$ cat config.mk
export PLATFORM = sky130hd
export DESIGN_NAME = mul
export DESIGN_NICKNAME = d
export VERILOG_FILES = /design/src/rtl/mul_pkg.sv /design/src/rtl/mul_step.sv /design/src/rtl/mul.sv
export SDC_FILE = /design/constraint.sdc
export NUM_CORES = 2
export LEC_CHECK = 0
export BUFFER_PORTS_ARGS = -buffer_cell sky130_fd_sc_hd__buf_2
export CELL_PAD_IN_SITES_DETAIL_PLACEMENT = 2
export CELL_PAD_IN_SITES_GLOBAL_PLACEMENT = 2
export CORE_MARGIN = 2
export CORE_UTILIZATION = 33
export DETAILED_ROUTE_END_ITERATION = 8
export HOLD_SLACK_MARGIN = 0.12
export PLACE_DENSITY_LB_ADDON = 0.1
export SYNTH_ARGS = -nofsm -noshare
export SYNTH_HDL_FRONTEND = slang
export SYNTH_SLANG_ARGS = --single-unit
$ cat constraint.sdc
create_clock -name clk -period 6.5 [get_ports clk]
set_clock_uncertainty 0.05 [all_clocks]
set_input_delay 1.95 -clock clk [delete_from_list [all_inputs] [get_ports clk]]
set_output_delay 1.95 -clock clk [all_outputs]
set_load 0.02 [all_outputs]
$ cat src/rtl/mul_pkg.sv
// Shared constants and state encoding for the iterative multiplier.
// The digit width NBIT_MUL follows the same convention as the divider's NBIT_DIV.
package mul_pkg;

    localparam int NBIT_MUL = 4;

    typedef enum logic [1:0] {
        MUL_IDLE,
        MUL_EXEC,
        MUL_OKAY
    } mul_state_e;

endpackage

$ cat src/rtl/mul_step.sv
// One radix-2^NBIT shift-add step: adds mcand * digit to the upper accumulator half.
// The sum is wide enough that it cannot overflow: (2^X-1)*2^N < 2^(X+N).
module mul_step #(
    parameter int XLEN = 64,
    parameter int NBIT = 4
) (
    input  logic [XLEN-1:0]      acc_hi,
    input  logic [XLEN-1:0]      mcand,
    input  logic [NBIT-1:0]      digit,
    output logic [XLEN+NBIT-1:0] sum
);

    assign sum = {{NBIT{1'b0}}, acc_hi}
               + ({{NBIT{1'b0}}, mcand} * {{XLEN{1'b0}}, digit});

endmodule

$ cat src/rtl/mul.sv
// Iterative sign-magnitude multiplier: operands are reduced to magnitudes, multiplied
// NBIT_MUL bits per cycle, and the 2*XLEN product is negated at the end if needed.
module mul
    import mul_pkg::*;
#(
    parameter int XLEN = 64
) (
    input  logic              clk,
    input  logic              rstn,
    input  logic              trig,
    input  logic              flush,
    input  logic              signed1,
    input  logic [XLEN-1:0]   src1,
    input  logic              signed2,
    input  logic [XLEN-1:0]   src2,
    output logic [2*XLEN-1:0] out,
    output logic              okay
);

    localparam int STEPS = XLEN / NBIT_MUL;
    localparam int CNT_W = (STEPS > 1) ? $clog2(STEPS) : 1;

    mul_state_e          state_q, state_d;
    logic [XLEN-1:0]     mcand_q;
    logic [2*XLEN-1:0]   p_q;
    logic                neg_q;
    logic [CNT_W-1:0]    cnt_q;
    logic [2*XLEN-1:0]   out_q;

    logic                neg1, neg2;
    logic [XLEN-1:0]     mag1, mag2;
    logic                skip;
    logic [2*XLEN-1:0]   skip_res;
    logic                accept;
    logic                last;
    logic [XLEN+NBIT_MUL-1:0] sum;
    logic [2*XLEN-1:0]   p_next;
    logic [2*XLEN-1:0]   res_final;

    // Negating the most-negative value yields 2^(XLEN-1), which is the correct magnitude
    // when read as unsigned.
    assign neg1 = signed1 & src1[XLEN-1];
    assign neg2 = signed2 & src2[XLEN-1];
    assign mag1 = neg1 ? (~src1 + XLEN'(1)) : src1;
    assign mag2 = neg2 ? (~src2 + XLEN'(1)) : src2;

    assign skip = (src1 == '0) || (src2 == '0) || (src2 == XLEN'(1));

    always_comb begin
        skip_res = '0;
        if ((src1 != '0) && (src2 != '0)) begin
            skip_res = signed1 ? {{XLEN{src1[XLEN-1]}}, src1} : {{XLEN{1'b0}}, src1};
        end
    end

    assign accept = (state_q == MUL_IDLE) && trig && !flush;
    assign last   = (cnt_q == '0);

    mul_step #(
        .XLEN (XLEN),
        .NBIT (NBIT_MUL)
    ) u_step (
        .acc_hi (p_q[2*XLEN-1:XLEN]),
        .mcand  (mcand_q),
        .digit  (p_q[NBIT_MUL-1:0]),
        .sum    (sum)
    );

    assign p_next    = {sum, p_q[XLEN-1:NBIT_MUL]};
    assign res_final = neg_q ? (~p_next + (2*XLEN)'(1)) : p_next;

    always_comb begin
        state_d = state_q;
        case (state_q)
            MUL_IDLE: begin
                if (!flush && trig) begin
                    state_d = skip ? MUL_OKAY : MUL_EXEC;
                end
            end
            MUL_EXEC: begin
                if (flush || last) begin
                    state_d = MUL_OKAY;
                end
            end
            MUL_OKAY: state_d = MUL_IDLE;
            default:  state_d = MUL_IDLE;
        endcase
    end

    // NOTE: the datapath registers are reset too, so out/okay can never show X and an
    // operation interrupted by reset leaves nothing behind.
    always_ff @(posedge clk) begin
        if (!rstn) begin
            state_q <= MUL_IDLE;
            mcand_q <= '0;
            p_q     <= '0;
            neg_q   <= 1'b0;
            cnt_q   <= '0;
            out_q   <= '0;
        end else begin
            state_q <= state_d;
            if (accept) begin
                if (skip) begin
                    out_q <= skip_res;
                end else begin
                    mcand_q <= mag1;
                    p_q     <= {{XLEN{1'b0}}, mag2};
                    neg_q   <= neg1 ^ neg2;
                    cnt_q   <= CNT_W'(STEPS - 1);
                end
            end else if (state_q == MUL_EXEC && !flush) begin
                p_q <= p_next;
                if (last) begin
                    out_q <= res_final;
                end else begin
                    cnt_q <= cnt_q - CNT_W'(1);
                end
            end
        end
    end

    assign out  = out_q;
    assign okay = (state_q == MUL_OKAY);

endmodule
[Yosys cells after proc, flatten, opt, wreduce, memory -nomap -nowiden]
Cells that the tools add are included.
Cells by class
  multiply operators: 1
  muxes and demuxes: 20
  bitwise gates (word level): 7
  add/sub/neg operators: 5
  equal/unequal tests: 8
  reduce and logical (&&, ||, !) cells: 22
Operators with widths (number)
  2-to-1 mux 128 bit: 10
  adder 128 x 1 -> 128 bit (second input constant): 1
  adder 64 x 1 -> 64 bit (second input constant): 2
  logical NOT 64 bit: 2
  2-to-1 mux 64 bit: 2
  inverter 128 bit: 1
  inverter 64 bit: 2
  nonzero test 64 bit: 2
  adder 64 x 68 -> 68 bit: 1
  multiplier 64 x 4 -> 68 bit: 1
  equality test 64 x 1 -> 1 bit (second input constant): 1
  2-to-1 mux 4 bit: 4
  != test 2 bit (second input constant): 4
  2-to-1 mux 2 bit: 3
  AND reduction 2 bit: 3
  AND reduction 3 bit: 2
  logical AND 1 bit: 5
  logical NOT 4 bit: 1
  case mux 2 bit (2 select lines): 1
  nonzero test 2 bit: 2
  subtractor 4 x 1 -> 4 bit (second input constant): 1
  logical OR 1 bit: 3
  bitwise AND 1 bit: 2
  equality test 2 x 1 -> 1 bit (second input constant): 1
  6 further kinds: 6
Storage, ports and cells
  output and inout bits: 129
  input bits: 134
  register bits: 327

[Longest topological paths before layout]
  word-level depth: 8
  gate-level depth with buffers: 25

[Modules after synthesis]
A second synthesis with hierarchy kept.
Unflattened totals
  cells, all modules: 3953
  area total of the unflattened synthesis: 30116.4 sq um
Modules (own cells, without submodules)
  mul: cells an instance 2570, instances 1, seq. area each 6546.3 sq um, area an instance 19433.6 sq um
  mul_step: cells an instance 1383, instances 1, seq. area each 0.0 sq um, area an instance 10682.7 sq um

[Worst setup path before layout]
OpenSTA, ideal clock, no wires.
  path type: register -> register
  start point: register p_q[2]
  end point: register out_q[123] (netlist: out[123])
  period minus slack after synthesis: 6.516 ns
  library setup time: 0.117 ns
  cell stages (with the launch flop): 22
  slack: -0.016 ns
  data arrival time: 6.349 ns
  data required time: 6.333 ns
  path through: dfxtp_1 -> clkbuf_1 -> clkbuf_1 -> and2_1 -> fa_1 -> fa_1 -> fa_1 -> ha_1 -> clkbuf_1 -> nand4_1 -> a2111oi_0 -> nor3_1 -> xnor2_1 -> or3_1 -> or3b_1 -> buf_2 -> or4_1 -> or3_1 -> o41ai_2 -> xor2_1 -> a21oi_1 -> nor2_1
On the way
  longest elaborated chain between the ends: 8
Ends and longest elaborated chain
  start, declared: line mul.sv:25  | logic [2*XLEN-1:0] p_q;
  start signal, assigned: line mul.sv:107  | p_q <= {{XLEN{1'b0}}, mag2};
  start signal, assigned: line mul.sv:112  | p_q <= p_next;
  multiplier 64 x 4 -> 68 bit (*): line mul_step.sv:14  | + ({{NBIT{1'b0}}, mcand} * {{XLEN{1'b0}}, digit});
  adder 64 x 68 -> 68 bit (*): line mul_step.sv:14
  inverter 128 bit: line mul.sv:70  | assign res_final = neg_q ? (~p_next + (2*XLEN)'(1)) : p_next;
  adder 128 x 1 -> 128 bit: line mul.sv:70
  2-to-1 mux 128 bit (*): line mul.sv:70
  2-to-1 mux 128 bit (*): line mul.sv:113  | if (last) begin
  2-to-1 mux 128 bit (*): line mul.sv:111  | end else if (state_q == MUL_EXEC && !flush) begin
  2-to-1 mux 128 bit (*): line mul.sv:102  | if (accept) begin
  end signal, assigned: line mul.sv:104  | out_q <= skip_res;
  end signal, assigned: line mul.sv:114  | out_q <= res_final;
  end, declared: line mul.sv:28  | logic [2*XLEN-1:0] out_q;
Mark *: on every way between the ends. The rest lies on a longest branch, timed or not. The select of a mux whose other input is x is not followed.
A chain may end at the register's enable or synchronous reset.

[Worst setup path after layout]
  start point: register p_q[3]
  end point: register out_q[120] (netlist: out[120])
The elaborated chain is that of the path after synthesis.

==> flow_summary.json <==
{
  "cp-start-kind": "flip-flop",
  "yosysSeqAreaShare_pct": 22.15,
  "p_seq_share_pct": 35.7,
  "critPathMaxFanout": 5,
  "area_growth_pct": 27.46,
  "switching_share_pct": 34.68,
  "grt_pass1_vias": 32350,
  "max_stage_delay_ns": 0.62,
  "ant_nets": 0,
  "drtPass1Iterations": 5,
  "r2r-start": "p_q[3]",
  "cts_hold_buf": 0,
  "num_vias": 30810,
  "boundaryPins": 263,
  "syn_area_sq_um": 29560,
  "avgSynthCellArea_sq_um": 7.626,
  "fin_crit_sh_pct": 102.2,
  "synthFlopType": "dfxtp_1",
  "clockBufferDepth": 3,
  "synth_warnings": 0,
  "drtIter0Drc": 1635,
  "place_hpwl_mm": 103.7,
  "slew_violations": 0,
  "path_delay_family": "adder cells",
  "rr_endpoint": "out[120]",
  "synth_edf_count": 0,
  "power_density_nw_per_um2": 162.7,
  "drv_cap": 0,
  "r2r_cells": 24,
  "hp-start": "p_q[97]",
  "setup_ws_ns": -0.1442,
  "min_period_ns": 6.644,
  "crit_chain": "clkbuf_16 -> and2_1 -> fa_1 -> fa_1 -> inv_1 -> fa_1 -> inv_1 -> ha_4 -> a21oi_4 -> o211ai_1 -> buf_4 -> a21o_1 -> a211oi_1 -> buf_4 -> o31ai_2 -> xnor2_1 -> or4b_4 -> nor4_4 -> nand4_1 -> buf_4 -> o31ai_4 -> xor2_1 -> a21oi_1 -> nor2_1",
  "die_x_um": 303.3,
  "crit_buf_inv": 6,
  "place.gp.congestion": 0.9178,
  "setup_viol": 5,
  "synthCells": 3876,
  "holdPathEnd": "p_q[97]",
  "synth-async-reset-ratio_pct": 0,
  "coreArea_sq_um": 88510,
  "finalPower_mw": 6.129,
  "cts_tree": "yes",
  "grt_max_degree": 149,
  "grt_pass1_wl_mm": 199.5,
  "outcome": "finished, violations left",
  "synth_seq_cells": 327,
  "relSlewSlack_pct": 32.86,
  "antenna_found_initial": 6,
  "drt_wl_total_mm": 137.1,
  "rrSetupSlack_ns": -0.14,
  "end_kind": "flip-flop",
  "die_area_sq_um": 91980,
  "numClockSinks": 327,
  "power.switching_mw": 2.126,
  "combPwrFrac_pct": 24.8,
  "dpl-instance-area_sq_um": 34560,
  "clock_latency_ns": 0.61,
  "grt_util_all_layers_pct": 28.09,
  "path_class": "flip-flop to flip-flop",
  "wl_per_cell_um": 24.65,
  "initial_utilization_pct": 33.40,
  "synth.distinct_cells": 87,
  "root_buffer": "clkbuf_16",
  "port_buffers": 262,
  "path_clk_slew_ns": 0.06,
  "design_area_sq_um": 37670,
  "drive_gt1_share_pct": 23.05,
  "fmax_mhz": 150.5,
  "p_leak_nw": 16.52,
  "remaining_drc_errors": 0,
  "nNetsFinal": 4764,
  "syn_nets": 4278,
  "viasPerCell": 5.540,
  "rows": 109,
  "multi_input_area_sq_um": 22140,
  "cp.arrival_ns": 7.10,
  "cp.required_ns": 6.96,
  "hp-class": "flip-flop to flip-flop",
  "critPathSlowestCell": "fa_1",
  "hold_path_depth": 2,
  "htreeDepth": 2,
  "pwr-share-clk_pct": 39.6,
  "peakVddDrop_v": 0.0001473,
  "hold_violations": 0,
  "grt_overflow_total": 0,
  "nFillCells": 10150,
  "internal_power_mw": 4.004,
  "violations": "negative setup slack",
  "ff_latch_area_sq_um": 6561,
  "die_height_um": 303.3,
  "tightestPinTransition_ns": 1.007,
  "cts_buffers": 43,
  "rsz0062_at_grt": "true"
}
==> cell usage after synthesis (56+ instances only) <==
cell type	number	area share, %
nor2_1	370	4.7
nand2_1	342	4.3
dfxtp_1	327	22
inv_1	323	4.1
a21oi_1	296	5.0
and2_1	267	5.7
clkbuf_1	237	3.0
o21ai_0	223	3.8
fa_1	187	13
xnor2_1	172	5.1
xor2_1	117	3.5
nor3_1	112	1.9
nand3_1	91	1.5
ha_1	81	3.4
a211oi_1	72	1.8
o31ai_1	65	1.7
a221oi_1	56	1.7
o211a_1	56	1.9
==> per-stage QoR <==
| stage | utilization (%) | hold WS [ns] | TNS, ns | std cells | worst slack, ns |
|---|---|---|---|---|---|
| finish | 42.57 | 0.4273 | -0.4484 | 5561 | -0.1442 |
| floorplan | - | 0.3979 | -0.004236 | 3876 | -0.004236 |
| CTS | 41.07 | 0.4267 | 0 | 5530 | 0.0007003 |
| global placement | 39.05 | 0.4037 | -2.236 | 5444 | -0.3569 |
| global route | 42.57 | 0.4503 | -4.380 | 5561 | -0.3512 |
| detailed placement | 39.05 | 0.4180 | -4.696 | 5444 | -0.3822 |
==> metal layers <==
metal | vias up | part of all wire (%) | track usage, % | wire length (um)
li1 | 14260 | - | - | -
met2 | 611 | 48 | 47.77 | 65830
met5 | - | 0.010 | 0 | 14
met3 | 197 | 3.1 | 2.370 | 4268
met4 | 2 | 3.1 | 7.495 | 4242
met1 | 15740 | 46 | 38.20 | 62740
==> flip-flops by register name (all words and copies together), names as in the netlist <==
| signal | count |
|---|---|
| cnt_q | 4 |
| mcand_q | 64 |
| neg_q | 1 |
| out | 128 |
| p_q | 128 |
| state_q | 2 |
==> power groups by stage <==
stage          Sequential (mW)  Combinational (mW)  Clock, mW
5_1_grt                   2.20                1.65       2.56
6_report                  2.19                1.52       2.42
3_3_place_gp              2.22                1.38          0
2_1_floorplan             2.20               0.815          0
4_1_cts                   2.18                1.44       2.48
3_5_place_dp              2.23                1.42          0
==> layout by cell type, fill, tap and decap left out, types with 34 or more instances in the layout <==
| master | count |
|---|---|
| fa_1 | 187 |
| o21ai_0 | 189 |
| buf_4 | 401 |
| a21oi_1 | 258 |
| a211oi_1 | 65 |
| clkbuf_16 | 48 |
| nand4_1 | 41 |
| buf_2 | 261 |
| nor2_1 | 366 |
| ha_1 | 49 |
| o211a_1 | 56 |
| dfxtp_1 | 323 |
| a221oi_1 | 56 |
| a21oi_2 | 34 |
| nand2_1 | 330 |
| xor2_1 | 112 |
| o31ai_1 | 58 |
| nor3_1 | 99 |
| or3_1 | 40 |
| xnor2_1 | 168 |
| nand3_1 | 87 |
| and2_1 | 256 |
| inv_1 | 314 |
==> final cells by class <==
cell class | instances | share of cell area [%]
Tap cell | 1165 | 3.869
Clock buffer | 61 | 3.221
Inverter | 323 | 3.231
Sequential cell | 327 | 17.42
Clock inverter | 17 | 0.4683
Antenna cell | 1 | 0.006642
Timing Repair Buffer | 696 | 13.02
Multi-Input combinational cell | 2971 | 58.77
==> tightest hold or removal path: cells and delay by family, from the launching register on <==
family	cells	cell delay (ns)
AO/OA/AOI/OAI	1	0.06
flip-flops	1	0.31
AND/OR/NAND/NOR	1	0.06
==> how the worst max path moves through the flow <==
| stage | slack (ns) | from | to | depth (start not counted) |
|---|---|---|---|---|
| 3_5_place_dp | -0.38 | p_q[3] | out[126] | 24 |
| 2_1_floorplan | -0.004 | p_q[2] | out[123] | 24 |
| 5_1_grt | -0.35 | p_q[3] | out[123] | 22 |
| 3_3_place_gp | -0.36 | p_q[3] | out[126] | 24 |
| 6_report | -0.14 | p_q[3] | out[120] | 24 |
| 4_1_cts | 0.0007 | p_q[2] | out[126] | 25 |
==> logic make-up (layout without fill, tap and decap cells) <==
logic type      after synthesis  after routing  synth area share [%]
fa+ha+maj                   268            268                 16.09
buf+inv                     578           1097                 7.374
mux                           6              6                0.2116
xor+xnor                    289            289                 8.563
simple gates               1411           1411                 23.56
compound gates              997            997                 22.05
flops                       327            327                 22.15
other cells                   0              1                     0
==> repair_timing <==
action,CTS,global route
setup endpoints to repair,29,33
resized for setup,87,215
setup buffers,8,24
pin swaps,16,91
cloned,0,6
hold endpoints to repair,0,0
Note: power is estimated with default switching activity, not from simulation.
